**src/rtl/intrpt_scheduler_pkg.sv**
```systemverilog
// Shared constants, FSM state type and slot-index helper for the interrupt scheduler.
package intrpt_scheduler_pkg;

  localparam logic [3:0]  RD_SLOT_NEXT = 4'hF;
  localparam logic [7:0]  NO_SLOT_ID   = 8'hFF;

  localparam int unsigned RD_DATA_W    = 48;
  localparam int unsigned RD_SLOT_LSB  = 40;
  localparam int unsigned RD_OVF_LSB   = 8;
  localparam int unsigned RD_PEND_LSB  = 0;

  typedef enum logic [1:0] {
    ST_IDLE,
    ST_SCAN,
    ST_RESP
  } state_e;

  function automatic logic [3:0] slot_inc(input logic [3:0] slot, input logic [3:0] last);
    return (slot == last) ? 4'h0 : slot + 4'h1;
  endfunction

endpackage

```
**src/rtl/intrpt_scheduler_if.sv**
```systemverilog
// Interrupt read bus between the SPI command decoder (master) and the scheduler (slave).
interface intrpt_scheduler_if;
  import intrpt_scheduler_pkg::*;

  logic                 rd_req;
  logic [3:0]           rd_slot;
  logic                 busy;
  logic                 rd_valid;
  logic [RD_DATA_W-1:0] rd_data;

  modport master (
    output rd_req,
    output rd_slot,
    input  busy,
    input  rd_valid,
    input  rd_data
  );

  modport slave (
    input  rd_req,
    input  rd_slot,
    output busy,
    output rd_valid,
    output rd_data
  );

endinterface

```
**src/rtl/intrpt_slot_bank.sv**
```systemverilog
// One card slot: sticky pending/overflow flags, enable mask and its enabled-pending summary.
module intrpt_slot_bank #(
  parameter int unsigned NUM_INTRPTS = 4
) (
  input  logic                   clk,
  input  logic                   resetn,
  input  logic [NUM_INTRPTS-1:0] evt_i,
  input  logic                   clr_i,
  input  logic                   cfg_wr_i,
  input  logic [NUM_INTRPTS-1:0] cfg_en_i,
  output logic [NUM_INTRPTS-1:0] pending_o,
  output logic [NUM_INTRPTS-1:0] overflow_o,
  output logic                   any_en_o
);

  logic [NUM_INTRPTS-1:0] pending_q, pending_d;
  logic [NUM_INTRPTS-1:0] overflow_q, overflow_d;
  logic [NUM_INTRPTS-1:0] en_q, en_d;

  // A same-cycle event wins over the read clear: the bit stays pending and keeps its old overflow.
  always_comb begin
    pending_d  = evt_i | (pending_q & ~{NUM_INTRPTS{clr_i}});
    overflow_d = clr_i ? (overflow_q & evt_i) : (overflow_q | (evt_i & pending_q));
    en_d       = cfg_wr_i ? cfg_en_i : en_q;
  end

  always_ff @(posedge clk or negedge resetn) begin
    if (!resetn) begin
      pending_q  <= '0;
      overflow_q <= '0;
      en_q       <= '0;
    end else begin
      pending_q  <= pending_d;
      overflow_q <= overflow_d;
      en_q       <= en_d;
    end
  end

  assign pending_o  = pending_q;
  assign overflow_o = overflow_q;
  assign any_en_o   = |(pending_q & en_q);

endmodule

```
**src/rtl/intrpt_scheduler.sv**
```systemverilog
// Interrupt scheduler: per-slot sticky flags, MCU interrupt line and direct / round-robin read-to-clear.
module intrpt_scheduler
  import intrpt_scheduler_pkg::*;
#(
  parameter int unsigned NUM_SLOTS   = 7,
  parameter int unsigned NUM_INTRPTS = 4
) (
  input  logic                             clk,
  input  logic                             resetn,
  input  logic [NUM_SLOTS*NUM_INTRPTS-1:0] evt_in,
  input  logic                             cfg_wr,
  input  logic [3:0]                       cfg_slot,
  input  logic [NUM_INTRPTS-1:0]           cfg_en,
  intrpt_scheduler_if.slave                rd_bus,
  output logic                             intrpt_out
);

  localparam logic [3:0] LAST_SLOT  = 4'(NUM_SLOTS - 1);
  localparam logic [3:0] SLOT_COUNT = 4'(NUM_SLOTS);

  logic [NUM_INTRPTS-1:0] pend [NUM_SLOTS];
  logic [NUM_INTRPTS-1:0] ovf  [NUM_SLOTS];
  logic [NUM_SLOTS-1:0]   any_en;
  logic [NUM_SLOTS-1:0]   clr;

  for (genvar s = 0; s < NUM_SLOTS; s++) begin : g_slot
    intrpt_slot_bank #(
      .NUM_INTRPTS(NUM_INTRPTS)
    ) u_bank (
      .clk        (clk),
      .resetn     (resetn),
      .evt_i      (evt_in[s*NUM_INTRPTS +: NUM_INTRPTS]),
      .clr_i      (clr[s]),
      .cfg_wr_i   (cfg_wr && (cfg_slot == 4'(s))),
      .cfg_en_i   (cfg_en),
      .pending_o  (pend[s]),
      .overflow_o (ovf[s]),
      .any_en_o   (any_en[s])
    );
  end

  state_e               state_q, state_d;
  logic [3:0]           cand_q, cand_d;
  logic [3:0]           visits_q, visits_d;
  logic                 next_mode_q, next_mode_d;
  logic [3:0]           rr_ptr_q, rr_ptr_d;
  logic                 busy_q, busy_d;
  logic                 rd_valid_q, rd_valid_d;
  logic [RD_DATA_W-1:0] rd_data_q, rd_data_d;
  logic                 intrpt_q, intrpt_d;

  logic [NUM_INTRPTS-1:0] sel_pend;
  logic [NUM_INTRPTS-1:0] sel_ovf;
  logic                   sel_any;
  logic [RD_DATA_W-1:0]   resp_data;
  logic                   go_resp;
  logic                   hit;

  // Candidate slot view; an out-of-range candidate reads as empty.
  always_comb begin
    sel_pend = '0;
    sel_ovf  = '0;
    sel_any  = 1'b0;
    for (int unsigned i = 0; i < NUM_SLOTS; i++) begin
      if (cand_q == 4'(i)) begin
        sel_pend = pend[i];
        sel_ovf  = ovf[i];
        sel_any  = any_en[i];
      end
    end
    resp_data = '0;
    resp_data[RD_SLOT_LSB +: 8]           = {4'h0, cand_q};
    resp_data[RD_OVF_LSB  +: NUM_INTRPTS] = sel_ovf;
    resp_data[RD_PEND_LSB +: NUM_INTRPTS] = sel_pend;
  end

  always_comb begin
    state_d     = state_q;
    cand_d      = cand_q;
    visits_d    = visits_q;
    next_mode_d = next_mode_q;
    rr_ptr_d    = rr_ptr_q;
    busy_d      = busy_q;
    rd_valid_d  = 1'b0;
    rd_data_d   = rd_data_q;
    go_resp     = 1'b0;
    hit         = 1'b0;
    clr         = '0;

    unique case (state_q)
      ST_IDLE: begin
        if (rd_bus.rd_req) begin
          state_d     = ST_SCAN;
          busy_d      = 1'b1;
          next_mode_d = (rd_bus.rd_slot == RD_SLOT_NEXT);
          cand_d      = (rd_bus.rd_slot == RD_SLOT_NEXT) ? rr_ptr_q : rd_bus.rd_slot;
          visits_d    = 4'h0;
        end
      end
      ST_SCAN: begin
        if (!next_mode_q) begin
          go_resp = 1'b1;
          hit     = (cand_q < SLOT_COUNT);
        end else if (sel_any) begin
          go_resp  = 1'b1;
          hit      = 1'b1;
          rr_ptr_d = slot_inc(cand_q, LAST_SLOT);
        end else if (visits_q == LAST_SLOT) begin
          go_resp = 1'b1;
        end else begin
          cand_d   = slot_inc(cand_q, LAST_SLOT);
          visits_d = visits_q + 4'h1;
        end
        if (go_resp) begin
          state_d    = ST_RESP;
          rd_valid_d = 1'b1;
          rd_data_d  = hit ? resp_data : {NO_SLOT_ID, {(RD_DATA_W-8){1'b0}}};
        end
      end
      ST_RESP: begin
        state_d = ST_IDLE;
        busy_d  = 1'b0;
      end
      default: state_d = ST_IDLE;
    endcase

    // Clear lands on the same edge that captures the response.
    for (int unsigned i = 0; i < NUM_SLOTS; i++) begin
      clr[i] = go_resp && hit && (cand_q == 4'(i));
    end

    intrpt_d = |any_en;
  end

  always_ff @(posedge clk or negedge resetn) begin
    if (!resetn) begin
      state_q     <= ST_IDLE;
      cand_q      <= '0;
      visits_q    <= '0;
      next_mode_q <= 1'b0;
      rr_ptr_q    <= '0;
      busy_q      <= 1'b0;
      rd_valid_q  <= 1'b0;
      rd_data_q   <= '0;
      intrpt_q    <= 1'b0;
    end else begin
      state_q     <= state_d;
      cand_q      <= cand_d;
      visits_q    <= visits_d;
      next_mode_q <= next_mode_d;
      rr_ptr_q    <= rr_ptr_d;
      busy_q      <= busy_d;
      rd_valid_q  <= rd_valid_d;
      rd_data_q   <= rd_data_d;
      intrpt_q    <= intrpt_d;
    end
  end

  assign rd_bus.busy     = busy_q;
  assign rd_bus.rd_valid = rd_valid_q;
  assign rd_bus.rd_data  = rd_data_q;
  assign intrpt_out      = intrpt_q;

endmodule

```
**src/flat_wrapper.sv**
```systemverilog
// flat-port wrapper written by rule: the top's interface ports become plain ports
module intrpt_scheduler_flat import intrpt_scheduler_pkg::*;
#(
  parameter int unsigned NUM_SLOTS   = 7,
  parameter int unsigned NUM_INTRPTS = 4
)
  (clk, resetn, evt_in, cfg_wr, cfg_slot, cfg_en, intrpt_out, rd_bus_rd_req, rd_bus_rd_slot, rd_bus_busy, rd_bus_rd_valid, rd_bus_rd_data);
  intrpt_scheduler_if rd_bus_i ();
  input  logic clk;
  input  logic resetn;
  input  logic [NUM_SLOTS*NUM_INTRPTS-1:0] evt_in;
  input  logic cfg_wr;
  input  logic [3:0] cfg_slot;
  input  logic [NUM_INTRPTS-1:0] cfg_en;
  output logic intrpt_out;
  input wire logic [$bits(rd_bus_i.rd_req)-1:0] rd_bus_rd_req;
  input wire logic [$bits(rd_bus_i.rd_slot)-1:0] rd_bus_rd_slot;
  output wire logic [$bits(rd_bus_i.busy)-1:0] rd_bus_busy;
  output wire logic [$bits(rd_bus_i.rd_valid)-1:0] rd_bus_rd_valid;
  output wire logic [$bits(rd_bus_i.rd_data)-1:0] rd_bus_rd_data;
  assign rd_bus_i.rd_req = rd_bus_rd_req;
  assign rd_bus_i.rd_slot = rd_bus_rd_slot;
  assign rd_bus_busy = rd_bus_i.busy;
  assign rd_bus_rd_valid = rd_bus_i.rd_valid;
  assign rd_bus_rd_data = rd_bus_i.rd_data;
  intrpt_scheduler #(.NUM_SLOTS(NUM_SLOTS), .NUM_INTRPTS(NUM_INTRPTS)) u_core (.clk(clk), .resetn(resetn), .evt_in(evt_in), .cfg_wr(cfg_wr), .cfg_slot(cfg_slot), .cfg_en(cfg_en), .rd_bus(rd_bus_i), .intrpt_out(intrpt_out));
endmodule
```
**config.mk**
```make
export PLATFORM = sky130hd
export DESIGN_NAME = intrpt_scheduler_flat
export DESIGN_NICKNAME = d
export VERILOG_FILES = /design/src/rtl/intrpt_scheduler_pkg.sv /design/src/rtl/intrpt_scheduler_if.sv /design/src/rtl/intrpt_slot_bank.sv /design/src/rtl/intrpt_scheduler.sv /design/src/flat_wrapper.sv
export SDC_FILE = /design/constraint.sdc
export NUM_CORES = 1
export LEC_CHECK = 0
export ABC_AREA = 1
export BUFFER_PORTS_ARGS = -buffer_cell sky130_fd_sc_hd__buf_4
export CAP_MARGIN = 10
export CORE_MARGIN = 2
export CORE_UTILIZATION = 35
export CTS_BUF_LIST = sky130_fd_sc_hd__clkbuf_4
export DETAILED_ROUTE_END_ITERATION = 6
export RECOVER_POWER = 25
export REMOVE_ABC_BUFFERS = 1
export SLEW_MARGIN = 20
export SYNTH_ARGS = -nofsm -noshare
export SYNTH_HDL_FRONTEND = slang
export SYNTH_SLANG_ARGS = --single-unit
export TNS_END_PERCENT = 50
```
**constraint.sdc**
```tcl
create_clock -name clk -period 2.47 [get_ports clk]
set_input_delay 0.6175 -clock clk [delete_from_list [all_inputs] [get_ports clk]]
set_output_delay 0.6175 -clock clk [all_outputs]
set_load 0.005 [all_outputs]
```
==> out/metrics.csv <==
metric,value,unit
Post-synth EDFFs,0,
"Seq/Total Area, Yosys",0.468,
Max-cap violations,1,
clock buffer depth,2,
final std cells w/o fill,1130,
placed cell area,6730,µm²
fin. max-slew vios,30,
Finished Core Util,0.415,
Final ANT Viol Nets,0,
WP data arrival,2730,ps
relative slew slack,-0.161,
YS warnings,0,
clock net sink count,115,
Mapped Area,6150,µm²
I/O Buffers,62,
slack of the critical path,185,ps
postcts setup bufs,0,
Worst Setup End Kind,register,
DIE AREA,18600,µm²
Comb power frac,0.386,
Tcrit/Tclk final,0.925,
clock power share,0.248,
CTS root buf,clkbuf_4,
nets,941,
Detailed Routing Iterations Pass 1,6,
die height,137,µm
Tot Pwr,7.09,mW
core area,17200,µm²
Hold WS,254,ps
Critical Path Fanout Max,15,
CTS HTree Levels,4,
final setup fails,0,
num ports,95,
Place WS,52.8,ps
DP HPWL,11.0,mm
Flop pwr share,0.366,
largest net degree at the start of global routing,45,
Net Switching,2.76,mW
critical path class,register to register,
"Primary FF master, synth",dfrtp_1,
placed cell count,1096,
Worst setup SP type,register,
DRC viols,0,
Least-Margin Pin Slew,1740,ps
remaining global-route overflow,0,
Overall Global Routing Usage,0.168,
syn_area_per_cell,7.51,µm²
"top cells by area, synth","dfrtp_1 47%, nand2_1 19%, inv_1 6.5%, o21ai_0 5.6%, buf_4 4.5%",
design area,7160,µm²
Sw Ratio,0.390,
DRT Wirelength,14.8,mm
Reg2Reg Setup Slack,190,ps
hold_sp,evt_in[18],
initial antenna violation count,1,
starting density of the core,0.357,
status,"finished, violations left",
"area leader, netlist",dfrtp_1,
DR vias/cell,4.57,
internal power,4.32,mW
post-synth cell types,33,
Tmin final,2280,ps
placer congestion estimate,0.827,
first-pass GRT wire length,23.9,mm
leakage,4.05,nW
width of the die,137,µm
routed vias,5165,
final hold vios,0,
"Endpoint, Worst Hold",u_core.g_slot[4].u_bank.pending_o[2],
Hold WC Path Type,input port to register,
failing checks,"capacitance limit, slew limit",
vias in the first global route,4648,
Setup TNS,0,ps
Setup crit start,u_core.cand_q[1],
Reg2Reg Depth,14,
power per cell area,990,nW/µm²
share of cells above drive strength 1,0.153,
Layout area overhead,16.4,%
Gate Count Post-Synth,819,
CTS tree,done,
Worst EP required,2910,ps
post-synthesis async set-or-reset flop share,1.00,
hold depth,3,
r2r endpoint,u_core.g_slot[2].u_bank.overflow_o[3],
top cell type's share of synthesized area,0.468,
clock latency on the worst-skew pair,560,ps
Cell Rows,48,
"FF+latch count, synth",115,
initial drt markers,298,
RSZ-0062 raised after global routing,true,
Fmax achieved,0.438,GHz
Worst-path clk slew,110,ps
total CTS buffers,17,
Max VDD drop,0.000351,V
Worst Skew,18.9,ps
R2R Path Start,u_core.cand_q[1],
Routed WL per cell,13.1,µm
per-layer routing:
layer | global-route usage | share of wire | vias up
li1 | - | - | 2640
met4 | 0.0527 | 0.013 | 0
met3 | 0.0463 | 0.045 | 14
met1 | 0.235 | 0.49 | 2395
met2 | 0.253 | 0.45 | 116
met5 | 0 | 0 | -
power groups by stage:
stage / Clock (mW) / Combinational [mW] / Sequential, mW
3_3_place_gp: 0 / 2.68 / 2.62
4_1_cts: 1.80 / 2.72 / 2.59
6_report: 1.76 / 2.73 / 2.60
5_1_grt: 1.89 / 3.12 / 2.65
2_1_floorplan: 0 / 1.76 / 2.56
3_5_place_dp: 0 / 2.71 / 2.62
final cells by class:
type / count / area, µm²
fill: 1781 / 10100
sequential: 115 / 2880
multi-input combinational: 570 / 2640
timing repair buffer: 75 / 574
inverter: 112 / 423
tap: 225 / 282
clock inverter: 12 / 210
clock buffer: 20 / 150
antenna: 1 / 2.50
cells in the mapped netlist, types with 3 or more instances:
cell type and n:
nand2_2 6, o21ai_1 25, a21o_1 8, nor2_1 14
ha_1 6, buf_2 8, o21ai_0 69, buf_4 37
nand2_1 318, o21ai_2 9, clkbuf_1 4, buf_6 3
inv_1 107, inv_2 4, or2_2 4, nor2_2 4
nand3_1 47, dfrtp_1 115, a21oi_1 7, o22ai_1 8
logic make-up (layout without fill, tap and decap cells):
group                      after synthesis  count (layout)  share of synthesized area
AOI/OAI and AO/OA                      128             128                      0.116
xor gates and xnor gates                 1               1                    0.00142
adders and majority gates                6               6                     0.0122
buffers and inverters                  165             219                      0.131
DFF                                    115             115                      0.468
other                                    1              33                   0.000610
and+or+nand+nor                        403             403                      0.271
registers in the layout (all words and copies together), names as in the netlist:
name                             count
u_core.rd_bus.rd_valid               1
u_core.rr_ptr_q                      4
u_core.g_slot.u_bank.pending_o      28
u_core.rd_bus.busy                   1
u_core.next_mode_q                   1
u_core.state_q                       2
u_core.cand_q                        4
u_core.rd_bus.rd_data               13
u_core.intrpt_out                    1
u_core.visits_q                      4
u_core.g_slot.u_bank.en_q           28
u_core.g_slot.u_bank.overflow_o     28
cells in the final DEF, fill, tap and decap left out, drive strengths merged:
master | netlist | layout
nand2 | 326 | 326
dfrtp | 115 | 115
inv | 112 | 112
o21ai | 103 | 103
buf | 49 | 72
nand3 | 49 | 49
conb | 1 | 32
clkbuf | 4 | 22
nor2 | 18 | 18
a21o | 8 | 8
o22ai | 8 | 8
a21oi | 8 | 8
ha | 6 | 6
bufinv | 0 | 6
or2 | 4 | 4
clkinv | 0 | 4
nand3b | 2 | 2
clkinvlp | 0 | 2
diode | 0 | 1
a221oi | 1 | 1
nor4 | 1 | 1
nand4 | 1 | 1
nor3b | 1 | 1
nor3 | 1 | 1
xor2 | 1 | 1
dlygate4sd3 | 0 | 1
worst max-delay path by stage:
stage,endpoint,slack (ps),cells past startpoint
2_1_floorplan,u_core.g_slot[3].u_bank.overflow_o[0],170,13
3_3_place_gp,u_core.g_slot[3].u_bank.overflow_o[0],100,13
3_5_place_dp,u_core.g_slot[3].u_bank.overflow_o[0],50,13
4_1_cts,u_core.g_slot[3].u_bank.overflow_o[3],20,13
5_1_grt,u_core.g_slot[2].u_bank.overflow_o[2],-10,16
6_report,u_core.g_slot[2].u_bank.overflow_o[3],190,14
critical path, stage by stage, from the launching register on:
cell     delay (ps)
dfrtp_1         440
inv_1           130
ha_1            250
inv_1            90
nor2_2          150
inv_2           100
nor2_1          110
nor2_1           50
nand2_2         100
nand2_2          80
nand2_4         240
nand3_1         120
buf_4           200
nand2_1          60
o21ai_1          60
repair_timing:
| item | CTS | global route |
|---|---|---|
| hold endpoints to repair | 26 | 0 |
| resized for setup | 0 | 9 |
| hold buffers | 1 | 0 |
| endpoints found under the setup margin | 0 | 35 |
(Power assumes the default switching activity.)
